==> src/rtl/button_press_decoder.sv <==
// Button gesture classifier: turns debounced press/release pulses into
// short, double, long and auto-repeat event pulses plus a held level.
//
// state  | meaning
// -------+------------------------------------------------------------
// IDLE   | button up, no gesture pending
// HELD   | first press in progress, timing towards long press
// LHELD  | long press reached, emitting auto-repeat pulses
// WAIT2  | first press released, waiting for a second press
// HELD2  | second press in progress (double unless held long)
module button_press_decoder #(
    parameter int CNT_WIDTH    = 26,
    parameter int LONG_TICKS   = 50_000_000,
    parameter int REPEAT_TICKS = 12_500_000,
    parameter int DBL_TICKS    = 15_000_000
) (
    input  logic clk_i,
    input  logic rst_ni,
    input  logic down_i,
    input  logic up_i,
    output logic short_o,
    output logic double_o,
    output logic long_o,
    output logic repeat_o,
    output logic held_o
);

    if (LONG_TICKS < 2 || REPEAT_TICKS < 2 || DBL_TICKS < 2 ||
        (LONG_TICKS >> CNT_WIDTH) != 0 || (REPEAT_TICKS >> CNT_WIDTH) != 0 ||
        (DBL_TICKS >> CNT_WIDTH) != 0) begin : g_param_check
        $error("button_press_decoder: tick parameters must be >= 2 and fit in CNT_WIDTH");
    end

    // States entered on a sampled press/release count that sampling cycle as
    // their first tick, so they stop one count earlier than LHELD, whose entry
    // and repeat restarts are not tied to an input edge.
    localparam logic [CNT_WIDTH-1:0] LONG_TC = CNT_WIDTH'(LONG_TICKS - 2);
    localparam logic [CNT_WIDTH-1:0] DBL_TC  = CNT_WIDTH'(DBL_TICKS - 2);
    localparam logic [CNT_WIDTH-1:0] REP_TC  = CNT_WIDTH'(REPEAT_TICKS - 1);

    typedef enum logic [2:0] {
        S_IDLE,
        S_HELD,
        S_LHELD,
        S_WAIT2,
        S_HELD2
    } state_t;

    state_t               state_q, state_d;
    logic [CNT_WIDTH-1:0] cnt_q, cnt_d;
    logic                 short_d, double_d, long_d, repeat_d, held_d;
    logic                 dn, up;

    // A simultaneous press and release is a glitch and is treated as neither.
    assign dn = down_i & ~up_i;
    assign up = up_i & ~down_i;

    // State, counter and all outputs are registered together.
    always_ff @(posedge clk_i or negedge rst_ni) begin
        if (!rst_ni) begin
            state_q  <= S_IDLE;
            cnt_q    <= '0;
            short_o  <= 1'b0;
            double_o <= 1'b0;
            long_o   <= 1'b0;
            repeat_o <= 1'b0;
            held_o   <= 1'b0;
        end else begin
            state_q  <= state_d;
            cnt_q    <= cnt_d;
            short_o  <= short_d;
            double_o <= double_d;
            long_o   <= long_d;
            repeat_o <= repeat_d;
            held_o   <= held_d;
        end
    end

    // Next-state, counter and pulse decode; release/press beats terminal count.
    always_comb begin
        state_d  = state_q;
        cnt_d    = cnt_q + 1'b1;
        short_d  = 1'b0;
        double_d = 1'b0;
        long_d   = 1'b0;
        repeat_d = 1'b0;
        unique case (state_q)
            S_IDLE: begin
                cnt_d = '0;
                if (dn) state_d = S_HELD;
            end
            S_HELD: begin
                if (up) begin
                    state_d = S_WAIT2;
                    cnt_d   = '0;
                end else if (cnt_q == LONG_TC) begin
                    long_d  = 1'b1;
                    state_d = S_LHELD;
                    cnt_d   = '0;
                end
            end
            S_LHELD: begin
                if (up) begin
                    state_d = S_IDLE;
                    cnt_d   = '0;
                end else if (cnt_q == REP_TC) begin
                    repeat_d = 1'b1;
                    cnt_d    = '0;
                end
            end
            S_WAIT2: begin
                if (dn) begin
                    state_d = S_HELD2;
                    cnt_d   = '0;
                end else if (cnt_q == DBL_TC) begin
                    short_d = 1'b1;
                    state_d = S_IDLE;
                    cnt_d   = '0;
                end
            end
            S_HELD2: begin
                if (up) begin
                    double_d = 1'b1;
                    state_d  = S_IDLE;
                    cnt_d    = '0;
                end else if (cnt_q == LONG_TC) begin
                    short_d = 1'b1;
                    long_d  = 1'b1;
                    state_d = S_LHELD;
                    cnt_d   = '0;
                end
            end
            default: begin
                state_d = S_IDLE;
                cnt_d   = '0;
            end
        endcase
        held_d = (state_d == S_HELD) || (state_d == S_LHELD) || (state_d == S_HELD2);
    end

endmodule

==> config.mk <==
export PLATFORM = sky130hd
export DESIGN_NAME = button_press_decoder
export DESIGN_NICKNAME = d
export VERILOG_FILES = /design/src/rtl/button_press_decoder.sv
export SDC_FILE = /design/constraint.sdc
export NUM_CORES = 1
export LEC_CHECK = 0
export BUFFER_PORTS_ARGS = -buffer_cell sky130_fd_sc_hd__buf_2
export CAP_MARGIN = 20
export CORE_ASPECT_RATIO = 1.4
export CORE_UTILIZATION = 35
export CTS_CLUSTER_SIZE = 12
export DETAILED_ROUTE_END_ITERATION = 8
export GPL_ROUTABILITY_DRIVEN = 0
export SYNTH_ARGS = -nofsm -noshare
export SYNTH_HDL_FRONTEND = slang
export SYNTH_SLANG_ARGS = --single-unit
==> constraint.sdc <==
create_clock -name clk_i -period 2.45 [get_ports clk_i]
set_input_delay 0.245 -clock clk_i [delete_from_list [all_inputs] [get_ports clk_i]]
set_output_delay 0.245 -clock clk_i [all_outputs]
set_load 0.005 [all_outputs]
# == Yosys cells after proc, flatten, opt, wreduce, memory -nomap -nowiden ==
# Cells that the tools add are included.
# word_totals
ff_bits,34
output_inout_bits,5
# classes
addsub,1
n_eq_ne,10
mux,26
bitwise,4
n_reduce_logical,4
# op_table
cell,n
26-bit two-way mux,6
26-bit one-hot mux with 3 select lines,1
"26-bit by 24-bit equality test with 1-bit output, second input constant",2
"26-bit by 1-bit adder with 26-bit output, second input constant",1
"26-bit equality test, second input constant",1
3-bit two-way mux,7
3-bit one-hot mux with 5 select lines,1
1-bit two-way mux,10
"3-bit by 2-bit equality test with 1-bit output, second input constant",3
"3-bit by 1-bit equality test with 1-bit output, second input constant",2
"3-bit equality test, second input constant",2
3-bit zero test,1
1-bit bitwise AND,2
1-bit logical OR,2
1-bit inverter,2
1-bit one-hot mux with 2 select lines,1
2-bit OR reduction,1

# == Longest topological paths before layout ==
# Gate-level depths: netlist of the first run.
# logic_depth
ltp_word,7
mapped_depth,7
mapped_depth_nobuf,6

# == Worst setup path before layout of the first run ==
# OpenSTA, ideal clock, no wires.
# synth_path
kind,register to register
from,reg cnt_q[9]
to,reg cnt_q[7]
t_arrival_ps,2000
t_required_ps,2331
slack_ps,331
path_stages_with_launch,7
n_path_buf,1
period_less_slack_ps,2119
path_cell_list,dfrtp_1 or4b_4 nor4_4 a311oi_1 a211oi_4 buf_6 nor2_2
# synth_via
elab_chain_len,4
elab_cells_between_ends,10
classes_between,3 x eq/ne; 7 x mux
# synth_lines
element,line,rtl
"start, declared",50,"logic [CNT_WIDTH-1:0] cnt_q, cnt_d;"
"start signal, assigned",70,cnt_q <= cnt_d;
"26-bit equality test, or another cell as far along","96, 126",
26-bit two-way mux (on tied branches),--,
26-bit two-way mux (on tied branches),"93, 103, 112",
26-bit one-hot mux with 3 select lines (*),87,unique case (state_q)
net cnt_d[7],50,
# Mark *: on every way through the listed nets, which the timed path passes. The rest lies on a longest branch.

# == Final worst setup path of the first run ==
# layout_path
from,reg cnt_q[5]
to,reg cnt_q[3]
# Same word-level chain as after synthesis.

==> flow_results.xml, run 1 <==
<?xml version="1.0" encoding="UTF-8"?>
<metrics>
  <group name="sta">
    <metric name="setup_viol" unit="">0</metric>
    <metric name="worst_hold_slack" unit="ns">0.00908</metric>
    <metric name="totalNegativeSetupSlack" unit="ns">0</metric>
    <metric name="final.setup_skew" unit="ns">0.00595</metric>
    <metric name="grt_setup_unrepaired" unit="">no</metric>
    <metric name="final_hold_viol_count" unit="">0</metric>
    <metric name="fin_crit" unit="ns">2.28</metric>
    <metric name="transition_time_at_the_pin_with_the_least_slew_margin" unit="ns">0.746</metric>
    <metric name="layout_setup_ws" unit="ns">0.173</metric>
    <metric name="drv_slew" unit="">0</metric>
    <metric name="timing.slew.headroom" unit="%">50.2</metric>
    <metric name="layout_worst_path_cycle_share" unit="%">92.9</metric>
    <metric name="fmaxAchievable" unit="MHz">439</metric>
  </group>
  <group name="synth">
    <metric name="synth_common_cells" unit="">sky130_fd_sc_hd__dfrtp_1 (34), sky130_fd_sc_hd__nor2_2 (20), sky130_fd_sc_hd__nor2_1 (19), sky130_fd_sc_hd__xnor2_1 (19), sky130_fd_sc_hd__nand2_1 (15)</metric>
    <metric name="synth.area.mux_share" unit="%">0</metric>
    <metric name="synth_compound_gate_area_share" unit="%">4.81</metric>
    <metric name="syn_area_per_cell" unit="sq um">9.54</metric>
    <metric name="synth-edff-count" unit="">0</metric>
    <metric name="synthXorXnorAreaFrac" unit="%">11.5</metric>
    <metric name="synth_simple_gate_area_share" unit="%">32.9</metric>
    <metric name="yosys_top_cell_area_share" unit="%">44.8</metric>
    <metric name="top_post_synthesis_cells_by_area" unit="">sky130_fd_sc_hd__dfrtp_1 (45%), sky130_fd_sc_hd__xnor2_1 (8.8%), sky130_fd_sc_hd__nor2_2 (6.6%)</metric>
    <metric name="ys_seq_elements" unit="">34</metric>
    <metric name="syn-cell-area" unit="sq um">1900</metric>
    <metric name="synth.largest_area_cell" unit="">sky130_fd_sc_hd__dfrtp_1</metric>
    <metric name="syn_nets" unit="">205</metric>
    <metric name="postSynth.topFlopCell" unit="">sky130_fd_sc_hd__dfrtp_1</metric>
    <metric name="netlist-cell-type-count" unit="">38</metric>
    <metric name="synthMostInstantiatedCell" unit="">sky130_fd_sc_hd__dfrtp_1</metric>
    <metric name="synthArstFlopShare" unit="%">100</metric>
    <metric name="syn-instance-count" unit="">199</metric>
    <metric name="synth-seq-area-share" unit="%">44.8</metric>
    <metric name="synth_warnings" unit="">0</metric>
    <metric name="synth_top_family_by_area" unit="">simple AND/OR/NAND/NOR gates</metric>
    <metric name="synth_fa_ha_area_share" unit="%">1.32</metric>
  </group>
  <group name="routing">
    <metric name="number_of_remaining_drc_errors" unit="">0</metric>
    <metric name="avg_wl_per_cell" unit="um">14.1</metric>
    <metric name="wl" unit="mm">3.88</metric>
    <metric name="avgViaCountPerCell" unit="">5.24</metric>
    <metric name="ant_nets" unit="">0</metric>
    <metric name="drt_iter0_drc" unit="">105</metric>
    <metric name="drt_pre_antenna_iters" unit="">4</metric>
    <metric name="vias" unit="">1441</metric>
  </group>
  <group name="floorplanning">
    <metric name="die-width" unit="um">64.3</metric>
    <metric name="top_level_ports" unit="">9</metric>
    <metric name="initial_utilization" unit="%">36.5</metric>
    <metric name="dieHeight" unit="um">89.2</metric>
    <metric name="row_count" unit="">31</metric>
    <metric name="die_area" unit="sq um">5730</metric>
    <metric name="core_area" unit="sq um">5200</metric>
  </group>
  <group name="clock_tree">
    <metric name="clk_latency" unit="ns">0.29</metric>
    <metric name="tritoncts.num_buffers" unit="">5</metric>
    <metric name="cts.repair.resized" unit="">0</metric>
    <metric name="cts_htree_levels" unit="">2</metric>
    <metric name="cts-hold-fix-buffers" unit="">0</metric>
    <metric name="cts_tree" unit="">built</metric>
    <metric name="clk_pin_slew_worst_paths" unit="ns">0.07</metric>
    <metric name="cts_root_buffer" unit="">sky130_fd_sc_hd__clkbuf_8</metric>
    <metric name="post_cts.repair.setup_buffers" unit="">0</metric>
    <metric name="clkSinkCount" unit="">34</metric>
    <metric name="clock_tree.buffer_depth" unit="">2</metric>
  </group>
  <group name="critical_path">
    <metric name="critPathKind" unit="">reg2reg</metric>
    <metric name="critPathCaptureType" unit="">register</metric>
    <metric name="path_cells" unit="">or4bb_1, nor4_1, a21oi_1, a211oi_4, buf_4, nor2_1</metric>
    <metric name="worst_setup_path_start_kind" unit="">register</metric>
    <metric name="highest_cell_delay_on_the_worst_timing_path" unit="ns">0.54</metric>
    <metric name="critical_path_required" unit="ns">2.62</metric>
    <metric name="cp_slowest_cell" unit="">sky130_fd_sc_hd__or4bb_1</metric>
    <metric name="timing.critical_path.fanout_max" unit="">16</metric>
    <metric name="cp_data_arrival_time" unit="ns">2.45</metric>
  </group>
  <group name="placed_design">
    <metric name="numPortBuffers" unit="">8</metric>
    <metric name="post-place-ws" unit="ns">0.224</metric>
    <metric name="detailedPlacementHpwl" unit="mm">2.83</metric>
  </group>
  <group name="outcome">
    <metric name="result_of_the_run" unit="">complete, no violations</metric>
  </group>
  <group name="cells_and_area">
    <metric name="area.sequential" unit="sq um">851</metric>
    <metric name="n_antenna_cell" unit="">0</metric>
    <metric name="layout.filler_cells" unit="">541</metric>
    <metric name="multi_input_comb_area" unit="sq um">961</metric>
    <metric name="final_nets" unit="">214</metric>
    <metric name="layout-drive-gt1-share" unit="%">21.5</metric>
    <metric name="layout_area_growth_over_synthesis" unit="%">9.82</metric>
  </group>
  <group name="power">
    <metric name="p_leak" unit="nW">0.761</metric>
    <metric name="power.density" unit="nW/um^2">706</metric>
    <metric name="p_seq_share" unit="%">44.6</metric>
    <metric name="peakVddDrop" unit="mV">0.391</metric>
    <metric name="combPwrFrac" unit="%">25.9</metric>
    <metric name="netSwitchingFraction" unit="%">34.9</metric>
    <metric name="internal_cell_power" unit="uW">959</metric>
    <metric name="clock_network_fraction_of_design_power" unit="%">29.5</metric>
    <metric name="power.net_switching" unit="uW">514</metric>
  </group>
  <group name="min_path">
    <metric name="hold_path_class" unit="">in2async</metric>
  </group>
  <group name="global_route">
    <metric name="grt_use_total" unit="%">15.4</metric>
    <metric name="grt_start_max_net_pins" unit="">35</metric>
    <metric name="antenna_violations_before_repair" unit="">0</metric>
    <metric name="first_pass_grt_wire_length" unit="mm">6.54</metric>
    <metric name="globalRoute.totalOverflow" unit="">0</metric>
    <metric name="via_count_of_the_first_global_routing_pass" unit="">1380</metric>
  </group>
  <group name="run">
    <metric name="timing.max_cap.violations" unit="">0</metric>
  </group>
</metrics>
## path summary, 6_finish.rpt
path	from	cells after the start	end	slack, ns
worst max-delay path	cnt_q[5]$_DFF_PN0_	6	cnt_q[3]$_DFF_PN0_	0.17
worst min-delay path	rst_ni	1	held_o$_DFF_PN0_	0.009
worst max register to register	cnt_q[5]$_DFF_PN0_	6	cnt_q[3]$_DFF_PN0_	0.17
worst min register to register	cnt_q[0]$_DFF_PN0_	1	cnt_q[0]$_DFF_PN0_	0.51
max in group asynchronous	rst_ni	1	short_o$_DFF_PN0_	1.95
min in group clk_i	down_i	3	held_o$_DFF_PN0_	0.29
## layout make-up
class	instances	area share [%]
clock buffers	7	4.14
flip-flops and latches	34	40.8
clock inverters	1	0.240
repair buffers	11	3.00
well taps	66	3.96
inverters	10	1.80
multi-input cells	146	46.1
## routing by layer
metal  vias to the layer above  routed length, um  part of all wire [%]  global-route usage, %
li1                        692                  -                     -                      -
met1                       710               1610                    42                   17.5
met2                        31               2060                    53                   27.0
met3                         8                121                   3.1                   3.32
met4                         0                 84                   2.2                   8.08
met5                         -                  0                     0                      0
## cells in the final DEF, fill, tap and decap left out, types with 6 or more instances in the layout
cell / instances
sky130_fd_sc_hd__buf_2: 8
sky130_fd_sc_hd__inv_1: 10
sky130_fd_sc_hd__nor3_1: 10
sky130_fd_sc_hd__nor2_1: 19
sky130_fd_sc_hd__or3_1: 6
sky130_fd_sc_hd__xor2_1: 6
sky130_fd_sc_hd__xnor2_1: 19
sky130_fd_sc_hd__dfrtp_1: 34
sky130_fd_sc_hd__nand2_1: 15
sky130_fd_sc_hd__nor2_2: 20
sky130_fd_sc_hd__clkbuf_8: 6
sky130_fd_sc_hd__nand3_1: 11
## cells by family (layout without fill, tap and decap cells)
logic type               after synthesis  in the layout
flip-flops                            34             34
adder cells (fa/ha/maj)                2              2
AND/OR/NAND/NOR                      108            108
buffers and inverters                 19             29
XOR/XNOR                              25             25
AO/OA/AOI/OAI                         11             11
## critical path: cells and delay by family (launching register included)
family	cells	cell delay, ns
AND/OR/NAND/NOR	3	0.97
flip-flops	1	0.45
AO/OA/AOI/OAI	2	0.44
buffers and inverters	1	0.31
## power groups by stage
stage / Combinational (mW) / Clock (mW) / Sequential, mW
after detailed placement: 0.384 / 0 / 0.669
after global placement: 0.382 / 0 / 0.667
after global routing: 0.421 / 0.466 / 0.663
after CTS: 0.387 / 0.443 / 0.658
final: 0.381 / 0.434 / 0.657
after floorplan: 0.338 / 0 / 0.642
## registers in the layout, summed over array words and instances, names as in the netlist
register and flops:
repeat_o 1, cnt_q 26, long_o 1, state_q 3, held_o 1, double_o 1
short_o 1
## stage by stage
stage | area, sq um | cells | utilization (%) | power [mW]
3_5_place_dp | 1990 | 267 | 38.4 | 1.05
5_1_grt | 2090 | 275 | 40.1 | 1.55
3_3_place_gp | 1990 | 267 | 38.4 | 1.05
2_1_floorplan | 1900 | 199 | - | 0.979
6_report | 2090 | 275 | 40.1 | 1.47
4_1_cts | 2090 | 275 | 40.1 | 1.49
No activity file was read; power rests on OpenSTA's default activity.
==> run 2, diff against run 1 <==
CORE_UTILIZATION = 60   (was 35)
PLACE_DENSITY = 0.78   (was not set)
==> flow_results.xml, run 2 (synthesis results as in run 1) <==
<?xml version="1.0" encoding="UTF-8"?>
<metrics>
  <group name="cells_and_area">
    <metric name="layout.filler_cells" unit="">223</metric>
    <metric name="mostFrequentLayoutCells" unit="">sky130_fd_sc_hd__dfrtp_1 (34), sky130_fd_sc_hd__nor2_2 (20), sky130_fd_sc_hd__nor2_1 (19), sky130_fd_sc_hd__xnor2_1 (19), sky130_fd_sc_hd__nand2_1 (15)</metric>
    <metric name="n_antenna_cell" unit="">0</metric>
    <metric name="layoutNonFillerInstCount" unit="">245</metric>
    <metric name="largest_register_ff_count" unit="">26</metric>
    <metric name="largest_register" unit="">cnt_q</metric>
    <metric name="layout_area_growth_over_synthesis" unit="%">8.17</metric>
    <metric name="area.sequential" unit="sq um">851</metric>
    <metric name="multi_input_comb_area" unit="sq um">961</metric>
    <metric name="final_nets" unit="">213</metric>
    <metric name="commonest_non_fill_non_tap_cell_in_the_layout" unit="">sky130_fd_sc_hd__dfrtp_1</metric>
    <metric name="layout.cell_area.non_filler" unit="sq um">2050</metric>
    <metric name="layout-drive-gt1-share" unit="%">21.2</metric>
    <metric name="reg_top3" unit="">cnt_q (26), state_q (3)</metric>
  </group>
  <group name="sta">
    <metric name="timing.slew.headroom" unit="%">50.2</metric>
    <metric name="final.setup_skew" unit="ns">0.00319</metric>
    <metric name="grt_setup_unrepaired" unit="">no</metric>
    <metric name="setup_viol" unit="">0</metric>
    <metric name="fmaxAchievable" unit="MHz">450</metric>
    <metric name="totalNegativeSetupSlack" unit="ns">0</metric>
    <metric name="final_hold_viol_count" unit="">0</metric>
    <metric name="layout_worst_path_cycle_share" unit="%">90.8</metric>
    <metric name="fin_crit" unit="ns">2.22</metric>
    <metric name="drv_slew" unit="">0</metric>
    <metric name="transition_time_at_the_pin_with_the_least_slew_margin" unit="ns">0.747</metric>
  </group>
  <group name="clock_tree">
    <metric name="clk_pin_slew_worst_paths" unit="ns">0.06</metric>
    <metric name="clock_tree.buffer_depth" unit="">2</metric>
    <metric name="cts-hold-fix-buffers" unit="">0</metric>
    <metric name="post_cts.repair.setup_buffers" unit="">0</metric>
    <metric name="cts_htree_levels" unit="">2</metric>
    <metric name="clk_latency" unit="ns">0.29</metric>
    <metric name="cts.repair.resized" unit="">0</metric>
    <metric name="cts_root_buffer" unit="">sky130_fd_sc_hd__clkbuf_8</metric>
    <metric name="clkSinkCount" unit="">34</metric>
    <metric name="cts_tree" unit="">built</metric>
    <metric name="tritoncts.num_buffers" unit="">5</metric>
  </group>
  <group name="routing">
    <metric name="wl" unit="mm">3.57</metric>
    <metric name="avgViaCountPerCell" unit="">5.65</metric>
    <metric name="drt_iter0_drc" unit="">36</metric>
    <metric name="vias" unit="">1384</metric>
    <metric name="ant_nets" unit="">0</metric>
    <metric name="drt_pre_antenna_iters" unit="">4</metric>
    <metric name="number_of_remaining_drc_errors" unit="">0</metric>
    <metric name="avg_wl_per_cell" unit="um">14.6</metric>
  </group>
  <group name="critical_path">
    <metric name="worst_setup_path_start_kind" unit="">register</metric>
    <metric name="critical_path_required" unit="ns">2.63</metric>
    <metric name="regToRegEndpoint" unit="">cnt_q[18]$_DFF_PN0_</metric>
    <metric name="critPathKind" unit="">reg2reg</metric>
    <metric name="rrSetupSlack" unit="ns">0.23</metric>
    <metric name="timing.critical_path.fanout_max" unit="">26</metric>
    <metric name="cp_data_arrival_time" unit="ns">2.40</metric>
    <metric name="reg2reg_depth" unit="">6</metric>
    <metric name="critPathCaptureType" unit="">register</metric>
    <metric name="r2r-start" unit="">cnt_q[9]$_DFF_PN0_</metric>
  </group>
  <group name="run">
    <metric name="timing.max_cap.violations" unit="">0</metric>
  </group>
  <group name="floorplanning">
    <metric name="top_level_ports" unit="">9</metric>
    <metric name="dieHeight" unit="um">68.6</metric>
    <metric name="initial_utilization" unit="%">64.7</metric>
    <metric name="row_count" unit="">23</metric>
    <metric name="core_area" unit="sq um">2940</metric>
    <metric name="die_area" unit="sq um">3400</metric>
    <metric name="die-width" unit="um">49.6</metric>
  </group>
  <group name="global_route">
    <metric name="grt_use_total" unit="%">25.5</metric>
    <metric name="via_count_of_the_first_global_routing_pass" unit="">1400</metric>
    <metric name="globalRoute.totalOverflow" unit="">0</metric>
    <metric name="antenna_violations_before_repair" unit="">0</metric>
    <metric name="first_pass_grt_wire_length" unit="mm">6.20</metric>
    <metric name="grt_start_max_net_pins" unit="">35</metric>
  </group>
  <group name="placed_design">
    <metric name="detailedPlacementHpwl" unit="mm">2.58</metric>
    <metric name="total_placed_cells_including_tap_cells" unit="">237</metric>
    <metric name="placedInstanceArea" unit="sq um">1960</metric>
    <metric name="numPortBuffers" unit="">8</metric>
  </group>
  <group name="power">
    <metric name="peakVddDrop" unit="mV">0.563</metric>
    <metric name="p_leak" unit="nW">0.761</metric>
    <metric name="power.density" unit="nW/um^2">718</metric>
  </group>
  <group name="outcome">
    <metric name="result_of_the_run" unit="">complete, no violations</metric>
  </group>
  <group name="min_path">
    <metric name="hold_path_class" unit="">in2async</metric>
  </group>
</metrics>
## run 2: changes by cell type in the layout (fill, tap and decap cells not counted)
cell,delta
sky130_fd_sc_hd__buf_4,-2
sky130_fd_sc_hd__buf_12,+1
## run 2: critical path, cell delays in order (launching register included)
cell                       delay, ns
sky130_fd_sc_hd__dfrtp_1        0.42
sky130_fd_sc_hd__or4b_4         0.60
sky130_fd_sc_hd__nor4_2         0.35
sky130_fd_sc_hd__a21oi_1        0.16
sky130_fd_sc_hd__a211oi_4       0.27
sky130_fd_sc_hd__buf_12         0.23
sky130_fd_sc_hd__nor2_1         0.08
## run 2: worst max path at each step
stage	startpoint	to	slack (ns)	depth (start not counted)
finish	cnt_q[9]$_DFF_PN0_	cnt_q[18]$_DFF_PN0_	0.23	6
global route	cnt_q[9]$_DFF_PN0_	cnt_q[13]$_DFF_PN0_	0.14	6
CTS	cnt_q[9]$_DFF_PN0_	cnt_q[18]$_DFF_PN0_	0.22	6
detailed placement	cnt_q[9]$_DFF_PN0_	cnt_q[18]$_DFF_PN0_	0.28	6
global placement	cnt_q[9]$_DFF_PN0_	cnt_q[13]$_DFF_PN0_	0.29	6
floorplan	cnt_q[9]$_DFF_PN0_	cnt_q[7]$_DFF_PN0_	0.33	6
## run 2: through the flow
stage | hold WS [ns] | worst slack (ns) | util [%] | power [mW]
floorplan | -0.0506 | 0.331 | - | 0.979
global placement | 0.335 | 0.291 | 66.9 | 1.05
detailed placement | 0.351 | 0.276 | 66.9 | 1.07
CTS | 0.0388 | 0.218 | 70.0 | 1.49
global route | 0.0669 | 0.142 | 70.0 | 1.56
finish | 0.0160 | 0.226 | 70.0 | 1.47
## run 2: final cells by class
type,instances,share of cell area (%)
clock inverter,1,0.244
sequential,34,41.4
timing repair buffer,10,3.29
tap,37,2.25
clock buffer,7,4.20
inverter,10,1.83
multi-input combinational,146,46.8
## run 2: power breakdown
| group | total, mW | internal (mW) | switching [mW] |
|---|---|---|---|
| Clock | 0.423 | 0.226 | 0.197 |
| Sequential | 0.662 | 0.602 | 0.0598 |
| Combinational | 0.389 | 0.146 | 0.243 |
| Total | 1.47 | 0.975 | 0.499 |
## run 2: per-layer routing
layer | global-route usage [%] | wire length (um) | vias up | part of all wire [%]
li1 | - | - | 694 | -
met1 | 27.1 | 1550 | 658 | 43
met2 | 45.3 | 1810 | 22 | 51
met3 | 6.80 | 105 | 10 | 2.9
met4 | 15.4 | 103 | 0 | 2.9
met5 | 0 | 0 | - | 0
